[config.mk]
export PLATFORM = sky130hd
export DESIGN_NAME = onehot_updown_counter
export DESIGN_NICKNAME = d
export VERILOG_FILES = /design/src/rtl/onehot_updown_counter_pkg.sv /design/src/rtl/onehot_encoder.sv /design/src/rtl/onehot_updown_counter.sv
export SDC_FILE = /design/constraint.sdc
export NUM_CORES = 1
export LEC_CHECK = 0
export BUFFER_PORTS_ARGS = -buffer_cell sky130_fd_sc_hd__buf_2
export CORE_AREA = 2 2 39 41
export DETAILED_ROUTE_END_ITERATION = 8
export DIE_AREA = 0 0 41 43
export SLEW_MARGIN = 10
export SYNTH_ARGS = -nofsm -noshare
export SYNTH_HDL_FRONTEND = slang
export SYNTH_SLANG_ARGS = --single-unit
[constraint.sdc]
create_clock -name clock -period 1.96 [get_ports clock]
set_clock_uncertainty 0.2 [all_clocks]
set_input_delay 0.294 -clock clock [delete_from_list [all_inputs] [get_ports clock]]
set_output_delay 0.294 -clock clock [all_outputs]
set_load 0.02 [all_outputs]
[src/rtl/onehot_updown_counter_pkg.sv]
// Shared constants and helpers for the bidirectional one-hot counter.
package onehot_updown_counter_pkg;

  localparam logic DirUp   = 1'b1;
  localparam logic DirDown = 1'b0;

  // Bit position held after reset and after any recovery.
  localparam int unsigned ResetBit = 0;

  // Index width for an n-state counter; never narrower than one bit.
  function automatic int unsigned clog2_min1(input int unsigned n);
    int unsigned r;
    r = 0;
    while ((32'd1 << r) < n) begin
      r = r + 1;
    end
    return (r == 0) ? 1 : r;
  endfunction

endpackage

[src/rtl/onehot_encoder.sv]
// One-hot to binary encoder with a popcount==1 valid flag; purely combinational.
module onehot_encoder
  import onehot_updown_counter_pkg::*;
#(
  parameter int unsigned N = 3,
  parameter int unsigned W = clog2_min1(N)
) (
  input  logic [N-1:0] onehot_i,
  output logic [W-1:0] idx_o,
  output logic         valid_o
);

  int unsigned ones;

  always_comb begin
    idx_o = '0;
    ones  = 0;
    for (int unsigned i = 0; i < N; i++) begin
      if (onehot_i[i]) begin
        // Only meaningful when exactly one bit is set; callers gate with valid_o.
        idx_o = idx_o | W'(i);
        ones  = ones + 1;
      end
    end
    valid_o = (ones == 1);
  end

endmodule

[src/rtl/onehot_updown_counter.sv]
// Up/down one-hot rotating counter with index load, wrap pulse and illegal-state recovery.
module onehot_updown_counter
  import onehot_updown_counter_pkg::*;
#(
  parameter int unsigned N = 3,
  parameter int unsigned W = clog2_min1(N)
) (
  input  logic         clock,
  input  logic         reset,
  input  logic         en,
  input  logic         up,
  input  logic         load,
  input  logic [W-1:0] load_idx,
  output logic [N-1:0] q,
  output logic [W-1:0] idx,
  output logic         wrap,
  output logic         err
);

  localparam logic [N-1:0] QReset = N'(1) << ResetBit;

  logic [N-1:0] q_q, q_d;
  logic         wrap_q, wrap_d;
  logic         err_q, err_d;

  // Every consumer of the present state reads this net, so an upset on it is seen everywhere.
  logic [N-1:0] cur_q;
  logic [W-1:0] enc_idx;
  logic         enc_valid;
  logic         load_in_range;

  assign cur_q = q_q;

  onehot_encoder #(
    .N (N),
    .W (W)
  ) u_encoder (
    .onehot_i (cur_q),
    .idx_o    (enc_idx),
    .valid_o  (enc_valid)
  );

  assign load_in_range = (32'(load_idx) < N);

  always_comb begin
    q_d    = cur_q;
    wrap_d = 1'b0;
    err_d  = 1'b0;
    if (!enc_valid) begin
      q_d   = QReset;
      err_d = 1'b1;
    end else if (load) begin
      if (load_in_range) begin
        q_d = QReset << load_idx;
      end else begin
        q_d   = QReset;
        err_d = 1'b1;
      end
    end else if (en) begin
      if (up == DirUp) begin
        q_d    = {cur_q[N-2:0], cur_q[N-1]};
        wrap_d = cur_q[N-1];
      end else begin
        q_d    = {cur_q[0], cur_q[N-1:1]};
        wrap_d = cur_q[0];
      end
    end
  end

  always_ff @(posedge clock) begin
    if (reset) begin
      q_q    <= QReset;
      wrap_q <= 1'b0;
      err_q  <= 1'b0;
    end else begin
      q_q    <= q_d;
      wrap_q <= wrap_d;
      err_q  <= err_d;
    end
  end

  assign q    = cur_q;
  assign idx  = enc_valid ? enc_idx : '0;
  assign wrap = wrap_q;
  assign err  = err_q;

endmodule
======== Yosys cells after proc, flatten, opt, wreduce, memory -nomap -nowiden ========
Cells that the tools add are included.
storage, ports and cells
  register bits ........................... 5
  logic and storage cells ................. 27
operators by class
  add/sub/neg operators ................... 2
  $lt $le $gt $ge ......................... 1
  equal/unequal tests ..................... 1
  shift operators ......................... 1
  mux-type cells .......................... 14
  bitwise logic cells ..................... 2
  reduce and logical (&&, ||, !) cells .... 3
operators by type and width
  operator                 count
  $add A32 B1 Y32 const B  2
  $mux W32                 2
  $eq A32 B1 Y1 const B    1
  $mux W3                  4
  $mux W1                  6
  $mux W2                  2
  $reduce_or A4 Y1         1
  $shl A1 B2 Y3 const A    1
  $lt A2 B2 Y1 const B     1
  $not A1 Y1               2
  $reduce_bool A2 Y1       1
  $reduce_or A2 Y1         1

======== Logic depth before layout (Yosys ltp) ========
Gate-level depths: netlist of run 1.
  word-level depth ........................ 8
  depth in mapped cells ................... 5
  gate-level depth less buffers ........... 5

======== Modules after synthesis ========
A second synthesis of run 1 with hierarchy kept.
unflattened totals
  cell total of the unflattened synthesis .. 42
  area total of the unflattened synthesis .. 376.6 um2
modules (own cells, without submodules)
  module                 times used  cells each  area each (um2)
  onehot_updown_counter  1           33          306.5
  onehot_encoder         1           9           70.1

======== Worst setup path before layout of run 1 ========
OpenSTA, ideal clock, no wires.
  path type ............................... reg-to-output
  from .................................... register q_q[0], in the netlist q[0]
  to ...................................... output idx[0]
  arrival ................................. 1,582 ps
  data required time ...................... 1,466 ps
  slack ................................... -116 ps
  stages on the path, launching flop included .. 6
  buffers on the path ..................... 0
  cells stage by stage .................... dfxtp_1 inv_1 ha_1 and3b_4 nor2_1 nor2_1
on the way
  longest elaborated chain between the ends .. 7
ends and longest elaborated chain
  element                 RTL line                     text
  from (decl)             onehot_updown_counter.sv:22  logic [N-1:0] q_q, q_d;
  from (signal assigned)  onehot_updown_counter.sv:72  q_q <= QReset;
  from (signal assigned)  onehot_updown_counter.sv:76  q_q <= q_d;
  $mux W1 *               onehot_encoder.sv:19         if (onehot_i[i]) begin
  $add A32 B1 Y32         onehot_encoder.sv:22         ones = ones + 1;
  $mux W32 *              onehot_encoder.sv:19
  $add A32 B1 Y32         onehot_encoder.sv:22
  $mux W32 *              onehot_encoder.sv:19
  $eq A32 B1 Y1 *         onehot_encoder.sv:25         valid_o = (ones == 1);
  $mux W2 *               onehot_updown_counter.sv:83  assign idx = enc_valid ? enc_idx : '0;
  to (decl)               onehot_updown_counter.sv:15  output logic [W-1:0] idx,
Mark *: on every way between the ends. The rest lies on a longest branch, timed or not.

======== Final worst setup path of run 1 ========
  from .................................... register q_q[1], in the netlist q[1]
  to ...................................... output idx[0]
on the way
  longest elaborated chain between the ends .. 5
  elaborated cells on any way between the ends .. 7
  classes of those cells .................. add/sub: 1; eq/ne: 1; mux: 5
ends and longest elaborated chain
  element          RTL line
  $mux W32         onehot_encoder.sv:19
  $add A32 B1 Y32  onehot_encoder.sv:22
  $mux W32         onehot_encoder.sv:19
  $eq A32 B1 Y1    onehot_encoder.sv:25
  $mux W2 *        onehot_updown_counter.sv:83
Marks and branches as above.

==> run summary, run 1 <==
Outcome - finished, final reports clean
Post-Syn Area - 373 sq um
Largest net degree at the start of global routing - 9
IO buf count - 13
Crit path arrival time - 1410 ps
CP Capture Type - primary output
Max cap viols - 0
Syn nets - 52
Cell family with most CP delay - simple AND/OR/NAND/NOR gates
Yosys top cell by area - dfxtp_1
Initial antenna violation count - 0
Worst EP required - 1470 ps
I/O Pins - 14
Relative slew slack - 0.820
Nets - 72
Slowest CP cell - dfxtp_2
CORE AREA - 1380 sq um
DRC - 0
Flop2flop setup slack - 280 ps
Vias in the first global route - 296
Site row count - 14
Hold Path Depth - 2
# setup viols final - 0
Initial core utilization - 0.269
Worst-margin pin slew - 270 ps
Overflow after GRT - 0
DR vias/cell - 4.49
P per Cell Area - 744 nW/um^2
Critical-path cell list - inv_2 > ha_4 > and3b_4 > nor2_1 > nor2_2 > buf_6
Fraction of layout cells with a size suffix above 1 - 0.525
RSZ-0062 raised after global routing - no
CTS sink count - 5
Worst hold path type - input port to flop
Number of diodes - 0
Top cell type's share of synthesized area - 0.268
Clk Latency, worst-skew pair - 240 ps
Routed WL - 706 um
Crit path time final - 1910 ps
Final Max Slew Viols - 0
Main area contributors after synthesis - dfxtp_1 27%, ha_1 17%, mux2i_1 11%
Synthesized area per cell - 9.32 sq um
H-tree depth - 1
CP startpoint - q[1]$_SDFFE_PP0P_
Tcrit/Tclk final - 0.973
Synth top cells by count - 5 x dfxtp_1, 5 x ha_1, 5 x nor2_1, 4 x inv_1, 4 x mux2i_1
Seq cells post-synth - 5
Die span in x - 41 um
Clk pin slew, worst setup/hold paths - 40 ps
Drt pass-1 iters - 2
Setup Crit Path Kind - flop to primary output
Synth warn - 0
Hold WS - 22.2 ps
VDD IR max - 205 uV
Share of flip-flops with an asynchronous set or reset - 0
Pleak - 0.264 nW
CTS tree - yes
WL per Instance - 9.41 um
R2r startpoint - q[1]$_SDFFE_PP0P_
Max Root-Sink Buffers - 2
All-layer global routing usage - 0.109
FMAX - 524 MHz
Crit path largest cell delay - 320 ps
Placer Congestion - 0.637
Worst setup endpoint - idx[0]
CP Depth - 6
Number of library cell types mapped by synthesis - 17
R2r endpoint - q[0]$_SDFFE_PP1P_
Layout Area Growth over Synthesis - 43.6%
Final Hold Fails - 0
WP buf/inv - 2
Die area - 1760 sq um
Ys flop type - dfxtp_1
Max Fanout on Critical Path - 3
Cells after Synth - 40
DR iter-0 viols - 5
Final setup TNS - 0 ps
Vias - 337
CTS Buf Count - 3
Die Ht - 43 um
Critical path launch point type - flop
First-pass GRT wire length - 1200 um
Routed Antenna Nets - 0
R2R depth - 6
Sequential area share after synthesis - 0.268
CTS Root Cell - clkbuf_4
EDFF count, synth - 0
==> kinds of logic (layout without fill, tap and decap cells) <==
group                      count (synthesis)  in the layout  synth area share
and+or+nand+nor                           12             12             0.205
AOI/OAI and AO/OA                          8              8             0.181
buffers and inverters                      6             25            0.0705
adders and majority gates                  5              5             0.168
DFF                                        5              5             0.268
muxes                                      4              4             0.107
==> worst reg2reg max path, cell delays in order, from the launching register on <==
cell,delay [ps]
dfxtp_2,320
inv_2,50
ha_4,230
and3b_4,290
buf_4,120
o21bai_4,80
a211o_1,270
==> per-stage QoR <==
step | utilization | total power [mW] | worst slack (ps) | std cells | cell area, sq um
after CTS | 0.385 | 0.405 | 25.7 | 75 | 533
after global placement | 0.332 | 0.252 | 166 | 68 | 459
after global routing | 0.387 | 0.434 | 0.0269 | 75 | 536
after floorplan | - | 0.216 | 73.9 | 40 | 378
after detailed placement | 0.332 | 0.252 | 147 | 68 | 459
final | 0.387 | 0.399 | 52.5 | 75 | 536
==> layout make-up <==
cell class	count	area [sq um]
tap	16	20.0
clock buffer	4	26.3
multi-input combinational	29	270
sequential	5	103
timing repair buffer	17	101
fill	143	848
inverter	4	15.0
==> power breakdown <==
part	internal, mW	switching, mW
sequential	0.115	0.00803
combinational	0.0789	0.0793
clock	0.0768	0.0403
==> state kept, by name (all words and copies together) (netlist names) <==
name,count
err,1
q,3
wrap,1
==> what timing repair did <==
action / in CTS / in global routing
cloned: 0 / 0
buffers inserted: 3 / 0
setup endpoints to repair: 1 / 1
gates resized for setup: 5 / 2
hold buffers: 0 / 0
pin swaps: 3 / 0
endpoints found under the hold margin: 0 / 0
==> worst min-delay path by stage <==
stage / from / end / slack, ps
finish: reset / err$_SDFF_PP0_ / 20
global route: reset / err$_SDFF_PP0_ / 30
CTS: reset / err$_SDFF_PP0_ / 10
detailed placement: reset / err$_SDFF_PP0_ / 270
global placement: reset / err$_SDFF_PP0_ / 270
floorplan: reset / err$_SDFF_PP0_ / 170
==> cells in the final DEF (no fill, tap or decap), types with 2 or more instances in the layout <==
cell      Yosys  layout
dfxtp_2       0       2
a211o_1       3       3
buf_4         1       4
ha_1          5       3
nor2_1        5       4
buf_2         0      12
nand2_1       3       3
a21oi_1       2       2
mux2i_1       4       4
inv_1         4       2
clkbuf_4      0       3
inv_2         0       2
dfxtp_1       5       3
==> per-layer routing <==
layer | wire, um | global-route usage
met1 | 287 | 0.129
met2 | 363 | 0.141
met3 | 32 | 0.0157
met4 | 22 | 0.140
met5 | 0 | 0
Note: power is estimated with default switching activity, not from simulation.
==> run 2: changes to the inputs <==
ABC_AREA = 1   (was not set)
PLACE_DENSITY = 0.48   (was not set)
==> run 2 against run 1 <==
  * Global-route usage fell by 0.41 points
  * Worst hold slack improved by 18 ps
  * Die area stayed put
  * Cell area decreased by 4.0%
  * Critical path type unchanged
  * Critical endpoint unchanged
  * Largest power group is now sequential cells
==> run summary, run 2 <==
Outcome - finished, final reports clean
First-pass GRT wire length - 1240 um
Placer Congestion - 0.721
Nets - 86
Clock network power share - 0.333
Fraction of layout cells with a size suffix above 1 - 0.356
DR iter-0 viols - 4
Number of library cell types mapped by synthesis - 12
Final setup TNS - 0 ps
Mux contribution to synthesized area - 0
Syn nets - 67
CORE AREA - 1380 sq um
Setup Crit Path Kind - flop to primary output
Comb pwr share - 0.329
Final Hold Fails - 0
Max Root-Sink Buffers - 2
Overflow after GRT - 0
Final Max Slew Viols - 0
Worst-margin pin slew - 182 ps
Top cell type's share of synthesized area - 0.267
Crit path arrival time - 1360 ps
Hold Path Depth - 2
Max Fanout on Critical Path - 5
Post-synthesis xor/xnor area fraction - 0
CTS Buf Count - 3
Pint - 237 uW
Hold wc startpoint - reset
Flop2flop setup slack - 550 ps
Switching Fraction - 0.338
FMAX - 539 MHz
R2r startpoint - q[0]$_SDFFE_PP1P_
Worst hold path type - input port to flop
Simple-gate share of the synthesized area - 0.327
Routed Antenna Nets - 0
Max cap viols - 0
Share of flip-flops with an asynchronous set or reset - 0
Crit path time final - 1850 ps
Synth warn - 0
CTS sink count - 5
WHS Endpoint - err$_SDFF_PP0_
Cells after Synth - 55
Storage cell area - 101 sq um
CTS tree - yes
Adder-Cell Fraction of Synth Area - 0.167
Pleak - 0.290 nW
Combinational family with the most area after synthesis - simple AND/OR/NAND/NOR gates
IO buf count - 13
Die span in x - 41 um
Initial antenna violation count - 0
HPWL Detailed - 615 um
Worst EP required - 1470 ps
Tcrit/Tclk final - 0.946
Fill cells - 155
Vias in the first global route - 321
Max reg flops - 3
Top-count cell post-synth - nand2_1
Die Ht - 43 um
Clk Latency, worst-skew pair - 240 ps
WL per Instance - 8.12 um
Sequential area share after synthesis - 0.267
Reg power frac - 0.338
# setup viols final - 0
Seq cells post-synth - 5
R2R depth - 6
Yosys top cell by area - dfxtp_1
Initial core utilization - 0.271
CTS Root Cell - clkbuf_4
Critical path launch point type - flop
Ys flop type - dfxtp_1
Most frequent cells in the layout - 15 x nand2_1, 12 x inv_1, 12 x buf_2, 5 x a21oi_1
Main area contributors after synthesis - dfxtp_1 27%, ha_1 17%, nand2_1 15%
P per Cell Area - 695 nW/um^2
Met3 Track Usage GR - 0.0157
DR vias/cell - 4.16
Synthesized area per cell - 6.82 sq um
Number of diodes - 0
# hold bufs at CTS - 0
Post-Syn Area - 375 sq um
Synth top cells by count - 15 x nand2_1, 12 x inv_1, 6 x a21oi_1, 5 x dfxtp_1, 5 x ha_1
Layout Area Growth over Synthesis - 37.0%
DRC - 0
M2 GR Usage - 0.150
Post-CTS setup buffers - 0
R2r endpoint - q[0]$_SDFFE_PP1P_
Multi-input gate area - 246 sq um
GRT Max-Usage Layer - met2
Drt pass-1 iters - 2
H-tree depth - 1
Site row count - 14
Vias - 370
Largest net degree at the start of global routing - 8
I/O Pins - 14
Commonest non-fill, non-tap cell in the layout - nand2_1
CP Capture Type - primary output
RSZ-0062 raised after global routing - no
Synth Area in Compound Gates - 0.120
Met1 Usage GRT - 0.135
Relative slew slack - 0.878
All-layer global routing usage - 0.105
Hold WS - 40.0 ps
Routed WL - 723 um
EDFF count, synth - 0
NetSw - 121 uW
Clk pin slew, worst setup/hold paths - 50 ps
Die area - 1760 sq um
VDD IR max - 177 uV
-- run 2: worst max-delay path, cell delays in order (launching register included) --
cell	delay (ps)
dfxtp_2	350
inv_1	80
ha_4	240
inv_1	60
nand3_2	100
a21oi_2	150
buf_4	140
-- run 2: worst max path at each step --
stage,start,end,cells after the start
5_1_grt,q[0]$_SDFFE_PP1P_,idx[0],6
2_1_floorplan,q[0]$_SDFFE_PP1P_,idx[0],5
3_5_place_dp,q[0]$_SDFFE_PP1P_,idx[0],6
4_1_cts,q[0]$_SDFFE_PP1P_,idx[0],6
6_report,q[0]$_SDFFE_PP1P_,idx[0],6
3_3_place_gp,q[0]$_SDFFE_PP1P_,idx[0],6
-- run 2: cell families after synthesis --
| logic type | Yosys count |
|---|---|
| simple gates | 25 |
| buf+inv | 12 |
| compound gates | 8 |
| fa+ha+maj | 5 |
| flops | 5 |
-- run 2: layout make-up --
| type | count | share of cell area |
|---|---|---|
| multi-input combinational | 38 | 0.479 |
| sequential | 5 | 0.197 |
| tap | 16 | 0.0389 |
| clock buffer | 4 | 0.0511 |
| timing repair buffer | 14 | 0.146 |
| inverter | 12 | 0.0876 |
-- run 2: repair_timing --
item | in CTS | in global routing
pin swaps | 0 | 0
gates resized for setup | 1 | 3
setup endpoints to repair | 1 | 1
cloned | 0 | 0
-- run 2: power by group through the flow --
stage | clock network (mW) | registers [mW] | logic (mW)
2_1_floorplan | 0 | 0.136 | 0.0611
3_5_place_dp | 0 | 0.122 | 0.111
5_1_grt | 0.130 | 0.123 | 0.135
4_1_cts | 0.125 | 0.121 | 0.111
6_report | 0.119 | 0.121 | 0.118
3_3_place_gp | 0 | 0.122 | 0.112
-- run 2: routing by layer --
layer  up-vias  share of wire
li1        203              -
met3         2          0.051
met2        11           0.46
met4         0          0.017
met5         -              0
met1       154           0.47
-- run 2: through the flow --
step	area, sq um	power, mW	setup slack, ps	cells	util
2_1_floorplan	375	0.197	33.9	55	-
3_3_place_gp	468	0.234	244	85	0.338
3_5_place_dp	468	0.233	211	85	0.338
4_1_cts	495	0.357	5.02	89	0.358
5_1_grt	514	0.388	6.89	89	0.372
6_report	514	0.357	106	89	0.372
